### config.mk
export PLATFORM = sky130hd
export DESIGN_NAME = ps2_rx_fifo_flat
export DESIGN_NICKNAME = d
export VERILOG_FILES = /design/src/rtl/ps2_rx_fifo_pkg.sv /design/src/rtl/ps2_rx_fifo_if.sv /design/src/rtl/ps2_rx_fifo_sync_fifo.sv /design/src/rtl/ps2_rx_fifo.sv /design/src/flat_wrapper.sv
export SDC_FILE = /design/constraint.sdc
export NUM_CORES = 1
export LEC_CHECK = 0
export ABC_AREA = 1
export CAP_MARGIN = 20
export CORE_MARGIN = 3
export CORE_UTILIZATION = 61
export CTS_CLUSTER_SIZE = 24
export DETAILED_ROUTE_END_ITERATION = 12
export PLACE_DENSITY = 0.9
export SKIP_CTS_REPAIR_TIMING = 1
export SLEW_MARGIN = 20
export SYNTH_ARGS = -nofsm -noshare
export SYNTH_HDL_FRONTEND = slang
export SYNTH_SLANG_ARGS = --single-unit
### constraint.sdc
create_clock -name clk -period 3 [get_ports clk]
set_input_delay 0.6 -clock clk [delete_from_list [all_inputs] [get_ports clk]]
set_output_delay 0.6 -clock clk [all_outputs]
set_load 0.03 [all_outputs]
### src/rtl/ps2_rx_fifo_pkg.sv
// ps2_pkg: shared types and constants for the PS/2 receiver slice.
//   state_t    - receiver FSM states
//   PS2_BREAK  - break (key release) prefix byte
//   PS2_EXT    - extended-key prefix byte
//   ps2_code_t - decoded entry as stored in the FIFO: {ext, brk, code}
package ps2_pkg;

  typedef enum logic [2:0] {
    IDLE,
    DATA,
    PARITY,
    STOP,
    CHECK
  } state_t;

  localparam logic [7:0] PS2_BREAK = 8'hF0;
  localparam logic [7:0] PS2_EXT   = 8'hE0;

  typedef struct packed {
    logic       ext;
    logic       brk;
    logic [7:0] code;
  } ps2_code_t;

  // PS/2 uses odd parity: data bits plus parity bit must XOR to 1.
  function automatic logic odd_parity_ok(input logic [7:0] data, input logic par);
    return ^{data, par};
  endfunction

endpackage

### src/rtl/ps2_rx_fifo_if.sv
// ps2_rx_fifo_if: valid/ready stream carrying decoded PS/2 entries.
//   m_valid - producer has an entry at the head
//   m_ready - consumer accepts the head entry this cycle
//   m_data  - {ext, brk, code[7:0]}
interface ps2_rx_fifo_if;
  logic       m_valid;
  logic       m_ready;
  logic [9:0] m_data;

  modport master (output m_valid, output m_data, input m_ready);
  modport slave  (input m_valid, input m_data, output m_ready);
endinterface

### src/rtl/ps2_rx_fifo_sync_fifo.sv
// ps2_sync_fifo: single-clock show-ahead FIFO.
//   clk, rst   - clock, asynchronous active-low reset
//   push       - write request (accepted when not full, or full with a pop)
//   push_data  - write data
//   pop        - read request (ignored when empty)
//   rd_data    - head entry, valid whenever empty=0; reads 0 when empty
//   empty/full - occupancy flags
//   level      - current occupancy
module ps2_sync_fifo #(
  parameter int WIDTH = 10,
  parameter int DEPTH = 16
) (
  input  logic                           clk,
  input  logic                           rst,
  input  logic                           push,
  input  logic [WIDTH-1:0]               push_data,
  input  logic                           pop,
  output logic [WIDTH-1:0]               rd_data,
  output logic                           empty,
  output logic                           full,
  output logic [$clog2(DEPTH+1)-1:0]     level
);

  localparam int AW = $clog2(DEPTH);
  localparam int LW = $clog2(DEPTH+1);

  logic [WIDTH-1:0] mem [DEPTH];
  logic [AW:0]      wr_ptr_reg;
  logic [AW:0]      rd_ptr_reg;
  logic             pop_ok;
  logic             push_ok;

  assign empty   = (wr_ptr_reg == rd_ptr_reg);
  // Extra pointer MSB distinguishes full from empty when the index bits match.
  assign full    = (wr_ptr_reg[AW] != rd_ptr_reg[AW]) &&
                   (wr_ptr_reg[AW-1:0] == rd_ptr_reg[AW-1:0]);
  assign pop_ok  = pop & ~empty;
  // When full, a simultaneous pop frees the slot being written.
  assign push_ok = push & (~full | pop_ok);
  assign level   = LW'(wr_ptr_reg - rd_ptr_reg);
  assign rd_data = empty ? '0 : mem[rd_ptr_reg[AW-1:0]];

  always_ff @(posedge clk) begin
    if (push_ok) begin
      mem[wr_ptr_reg[AW-1:0]] <= push_data;
    end
  end

  always_ff @(posedge clk or negedge rst) begin
    if (!rst) begin
      wr_ptr_reg <= '0;
      rd_ptr_reg <= '0;
    end else begin
      if (push_ok) wr_ptr_reg <= wr_ptr_reg + 1'b1;
      if (pop_ok)  rd_ptr_reg <= rd_ptr_reg + 1'b1;
    end
  end

endmodule

### src/rtl/ps2_rx_fifo.sv
// ps2_rx_fifo: PS/2 device-to-host receiver with show-ahead output FIFO,
// frame watchdog, per-cause error pulses and optional F0/E0 prefix folding.
//   clk, rst            - clock, asynchronous active-low reset
//   ps2_clk, ps2_data   - raw PS/2 pins
//   m (master)          - valid/ready stream of {ext, brk, code}
//   level               - FIFO occupancy
//   parity_err          - pulse: frame dropped, bad parity
//   frame_err           - pulse: frame dropped, stop bit 0
//   timeout_err         - pulse: watchdog expired mid-frame
//   overflow            - pulse: good byte dropped, FIFO full
module ps2_rx_fifo
  import ps2_pkg::*;
#(
  parameter int SYNC_STAGES    = 2,
  parameter int FIFO_DEPTH     = 16,
  parameter int TIMEOUT_CYCLES = 50000,
  parameter int DECODE         = 1
) (
  input  logic                              clk,
  input  logic                              rst,
  input  logic                              ps2_clk,
  input  logic                              ps2_data,
  ps2_rx_fifo_if.master                     m,
  output logic [$clog2(FIFO_DEPTH+1)-1:0]   level,
  output logic                              parity_err,
  output logic                              frame_err,
  output logic                              timeout_err,
  output logic                              overflow
);

  localparam int               WD_W    = $clog2(TIMEOUT_CYCLES + 1);
  localparam logic [WD_W-1:0]  WD_LAST = WD_W'(TIMEOUT_CYCLES - 1);

  // Synchronisers reset to 1 (PS/2 idle) so reset never fakes a falling edge.
  logic [SYNC_STAGES-1:0] clk_sync_reg;
  logic [SYNC_STAGES-1:0] data_sync_reg;
  logic                   clk_prev_reg;
  logic                   fall;
  logic                   bit_in;

  always_ff @(posedge clk or negedge rst) begin
    if (!rst) begin
      clk_sync_reg  <= '1;
      data_sync_reg <= '1;
      clk_prev_reg  <= 1'b1;
    end else begin
      clk_sync_reg  <= {clk_sync_reg[SYNC_STAGES-2:0], ps2_clk};
      data_sync_reg <= {data_sync_reg[SYNC_STAGES-2:0], ps2_data};
      clk_prev_reg  <= clk_sync_reg[SYNC_STAGES-1];
    end
  end

  assign fall   = clk_prev_reg & ~clk_sync_reg[SYNC_STAGES-1];
  assign bit_in = data_sync_reg[SYNC_STAGES-1];

  state_t          state_reg;
  logic [2:0]      bit_cnt_reg;
  logic [7:0]      shift_reg;
  logic            par_bit_reg;
  logic            stop_bit_reg;
  logic [WD_W-1:0] wd_cnt_reg;
  logic            ext_reg;
  logic            brk_reg;

  logic            parity_ok;
  logic            frame_good;
  logic            is_prefix;
  logic            push_req;
  logic            pop;
  logic            fifo_full;
  logic            fifo_empty;
  ps2_code_t       push_data;

  assign parity_ok  = odd_parity_ok(shift_reg, par_bit_reg);
  assign frame_good = (state_reg == CHECK) && parity_ok && stop_bit_reg;
  assign is_prefix  = (DECODE != 0) &&
                      ((shift_reg == PS2_BREAK) || (shift_reg == PS2_EXT));
  // The FIFO write lands on the edge that leaves CHECK.
  assign push_req   = frame_good & ~is_prefix;
  assign push_data  = '{ext: ext_reg, brk: brk_reg, code: shift_reg};
  assign pop        = m.m_valid & m.m_ready;

  always_ff @(posedge clk or negedge rst) begin
    if (!rst) begin
      state_reg    <= IDLE;
      bit_cnt_reg  <= '0;
      shift_reg    <= '0;
      par_bit_reg  <= 1'b0;
      stop_bit_reg <= 1'b0;
      wd_cnt_reg   <= '0;
      ext_reg      <= 1'b0;
      brk_reg      <= 1'b0;
      parity_err   <= 1'b0;
      frame_err    <= 1'b0;
      timeout_err  <= 1'b0;
      overflow     <= 1'b0;
    end else begin
      parity_err  <= 1'b0;
      frame_err   <= 1'b0;
      timeout_err <= 1'b0;
      overflow    <= push_req & fifo_full & ~pop;

      case (state_reg)
        IDLE: begin
          wd_cnt_reg <= '0;
          // A falling edge with data high is a false start and is ignored.
          if (fall && !bit_in) begin
            state_reg   <= DATA;
            bit_cnt_reg <= '0;
          end
        end

        DATA, PARITY, STOP: begin
          if (fall) begin
            wd_cnt_reg <= '0;
            case (state_reg)
              DATA: begin
                shift_reg   <= {bit_in, shift_reg[7:1]};
                bit_cnt_reg <= bit_cnt_reg + 3'd1;
                if (bit_cnt_reg == 3'd7) state_reg <= PARITY;
              end
              PARITY: begin
                par_bit_reg <= bit_in;
                state_reg   <= STOP;
              end
              default: begin
                stop_bit_reg <= bit_in;
                state_reg    <= CHECK;
              end
            endcase
          end else if (wd_cnt_reg == WD_LAST) begin
            // Stalled frame: drop it and forget any pending prefix.
            timeout_err <= 1'b1;
            state_reg   <= IDLE;
            wd_cnt_reg  <= '0;
            ext_reg     <= 1'b0;
            brk_reg     <= 1'b0;
          end else begin
            wd_cnt_reg <= wd_cnt_reg + 1'b1;
          end
        end

        CHECK: begin
          state_reg <= IDLE;
          if (!parity_ok) begin
            parity_err <= 1'b1;
          end else if (!stop_bit_reg) begin
            frame_err <= 1'b1;
          end else if (DECODE != 0) begin
            if (shift_reg == PS2_BREAK) begin
              brk_reg <= 1'b1;
            end else if (shift_reg == PS2_EXT) begin
              ext_reg <= 1'b1;
            end else begin
              ext_reg <= 1'b0;
              brk_reg <= 1'b0;
            end
          end
        end

        default: state_reg <= IDLE;
      endcase
    end
  end

  logic [9:0] head_data;

  ps2_sync_fifo #(
    .WIDTH (10),
    .DEPTH (FIFO_DEPTH)
  ) u_fifo (
    .clk       (clk),
    .rst       (rst),
    .push      (push_req),
    .push_data (push_data),
    .pop       (pop),
    .rd_data   (head_data),
    .empty     (fifo_empty),
    .full      (fifo_full),
    .level     (level)
  );

  assign m.m_valid = ~fifo_empty;
  assign m.m_data  = head_data;

endmodule

### src/flat_wrapper.sv
// flat-port wrapper written by rule: the top's interface ports become plain ports
module ps2_rx_fifo_flat import ps2_pkg::*;
#(
  parameter int SYNC_STAGES    = 2,
  parameter int FIFO_DEPTH     = 16,
  parameter int TIMEOUT_CYCLES = 50000,
  parameter int DECODE         = 1
)
  (clk, rst, ps2_clk, ps2_data, level, parity_err, frame_err, timeout_err, overflow, m_m_valid, m_m_data, m_m_ready);
  ps2_rx_fifo_if m_i ();
  input  logic clk;
  input  logic rst;
  input  logic ps2_clk;
  input  logic ps2_data;
  output logic [$clog2(FIFO_DEPTH+1)-1:0] level;
  output logic parity_err;
  output logic frame_err;
  output logic timeout_err;
  output logic overflow;
  output wire logic [$bits(m_i.m_valid)-1:0] m_m_valid;
  output wire logic [$bits(m_i.m_data)-1:0] m_m_data;
  input wire logic [$bits(m_i.m_ready)-1:0] m_m_ready;
  assign m_m_valid = m_i.m_valid;
  assign m_m_data = m_i.m_data;
  assign m_i.m_ready = m_m_ready;
  ps2_rx_fifo #(.SYNC_STAGES(SYNC_STAGES), .FIFO_DEPTH(FIFO_DEPTH), .TIMEOUT_CYCLES(TIMEOUT_CYCLES), .DECODE(DECODE)) u_core (.clk(clk), .rst(rst), .ps2_clk(ps2_clk), .ps2_data(ps2_data), .m(m_i), .level(level), .parity_err(parity_err), .frame_err(frame_err), .timeout_err(timeout_err), .overflow(overflow));
endmodule
==> reports/qor.csv <==
metric,value,unit
Netlist cell types,37,
Placed Instance Area,9770,µm²
starting density of the core,62.4,%
Power per Cell Area,988,nW/µm²
"most common cell after layout, fill and taps aside",edfxtp_1,
ys async rst share,24.9,%
CTS Buf Count,22,
FF-to-FF setup slack,0.42,ns
reported max-cap violation count,0,
Max Freq,0.338,GHz
number of remaining DRC errors,0,
CP Capture Point,m_m_data[1],
clock root buffer,clkbuf_16,
Synth Cell Area,9100,µm²
Final Hold Slack,0.222,ns
Pre-Repair DR Iteration Count,6,
reg2reg start,u_core.shift_reg[6]$_DFFE_PN0P_,
clock sink count,213,
routed length per instance,20.4,µm
# setup viols final,0,
Syn Nets,828,
dpl hpwl,13200,µm
Total GRT Usage,27.1,%
worst hold path class,primary input to async pin,
worst r2r path cells,12,
clk buf depth,3,
reg2reg end,u_core.u_fifo.mem[4][0]$_DFFE_PP_,
Final Hold Viols,0,
CTS tree,built,
Tcrit/Tclk final,98.5,%
DRT Wirelength,21800,µm
fill cell count,894,
Worst Skew,0.0173,ns
leakage,3.88,nW
most frequent cells in the layout,"edfxtp_1, nor2_1, nand2_1, o21ai_0, dfrtp_1",
number of global-route vias before repair,6467,
number of DRC markers in iteration 0,788,
worst setup path category,flop to primary output,
number of synthesis warnings,0,
critical path required time,2.40,ns
FP Rows,44,
Core ar.,14600,µm²
Avg Vias per Cell,6.28,
CTS H-tree lvls,1,
VDD IR-drop max,0.904,mV
final-stage net count,885,
Slew HR,46.5,%
Overflow after GRT,0,
Worst Setup End Kind,primary output,
Synth Register Bits,213,
fin area,10500,µm²
Crit. Startpoint,u_core.u_fifo.rd_ptr_reg[0]$_DFFE_PN0P_,
Pwr Total,10.4,mW
Final ANT Viol Nets,0,
share of layout cells above drive strength 1,12.3,%
initial antenna violation count,0,
Slew @ Worst Pin,0.803,ns
syn avg cell area,11.2,µm²
status,"complete, no violations",
Syn Inst Count,810,
die height,128,µm
Ports,25,
largest net degree at the start of global routing,56,
routability cong.,0.890,
IO Port Bufs,24,
total number of vias,6691,
peak fanout along the critical path,46,
"Arr. time, crit path",2.36,ns
synthesis-to-layout area growth,15.2,%
Largest register FFs,160,
die area,16400,µm²
"EDFF count, synth",160,
Synth Flop Type,edfxtp_1,
Clock transition at path regs,0.06,ns
Final Core Density,71.9,%
Final min period,2.96,ns
worst skew pair latency,0.51,ns
max-slew violations,0,
post-synthesis sequential area ratio,67.4,%
setup TNS,0,ns
Chip Width,128,µm
global-route wire length before repair,34500,µm
CP Launch Type,flop,
power breakdown:
group          internal, mW  switching (mW)
sequential             3.55           0.237
clock                  1.64            1.08
combinational          1.21            2.65
per-stage QoR:
stage,setup slack (ns),cells
after floorplan,0.274,810
after global placement,0.255,1023
after detailed placement,0.129,1023
after CTS,-0.466,1061
after global routing,-0.00499,1065
final,0.0448,1066
cells in the mapped netlist, types with 5 or more instances:
cell type	number	share of area [%]
a21oi_1	12	0.66
a31oi_1	12	0.82
clkbuf_1	27	1.1
dfrtp_1	48	13
dfstp_2	5	1.4
edfxtp_1	160	53
ha_1	12	1.6
inv_1	46	1.9
nand2_1	113	4.7
nand3_1	17	0.93
nand4_1	6	0.41
nor2_1	126	5.2
nor3_1	25	1.4
o211ai_1	14	1.2
o21ai_0	106	5.8
o221ai_1	8	0.77
o22ai_1	22	1.5
xnor2_1	6	0.58
xor2_1	12	1.2
cell type report:
cell class / instances / area, µm² / share of cell area (%)
well taps: 184 / 230 / 2.19
repair buffers: 68 / 586 / 5.58
flip-flops and latches: 213 / 6140 / 58.5
inverters: 49 / 186 / 1.78
diodes: 1 / 2.50 / 0.0238
multi-input cells: 513 / 2630 / 25.1
clock buffers: 31 / 636 / 6.06
clock inverters: 7 / 85.1 / 0.811
per-layer routing:
metal	GRT usage, %	up-vias	part of all wire [%]
met1	36.5	3176	38
met3	5.00	71	10
met5	0	-	0
met2	44.5	463	48
li1	-	2981	-
met4	9.99	0	3.8
critical path, cell delays in order, from the launching register on:
cell,delay (ns)
dfrtp_2,0.44
buf_4,0.15
buf_12,0.20
nor2_1,0.08
nor2_1,0.10
o21ai_0,0.09
o21ai_1,0.14
o211ai_1,0.14
a31oi_1,0.23
clkbuf_2,0.25
worst min path at each step:
stage	to	slack, ns
after floorplan	u_core.bit_cnt_reg[0]$_DFFE_PN0P_	0.30
after global placement	u_core.data_sync_reg[1]$_DFF_PN1_	0.35
after detailed placement	u_core.clk_sync_reg[1]$_DFF_PN1_	0.35
after CTS	u_core.state_reg[0]$_DFFE_PN0P_	0.23
after global routing	u_core.bit_cnt_reg[1]$_DFFE_PN0P_	0.26
final	u_core.wd_cnt_reg[5]$_DFFE_PN0P_	0.22
cells by family (layout without fill, tap and decap cells):
kind of cell / Yosys count / count (layout) / synth area share, %
other: 0 / 1 / 0
AOI/OAI and AO/OA: 177 / 177 / 11.0
DFF: 213 / 213 / 67.4
buffers and inverters: 84 / 155 / 3.72
xor gates and xnor gates: 18 / 18 / 1.73
and+or+nand+nor: 305 / 305 / 14.3
adders and majority gates: 13 / 13 / 1.87
(Power assumes the default switching activity.)
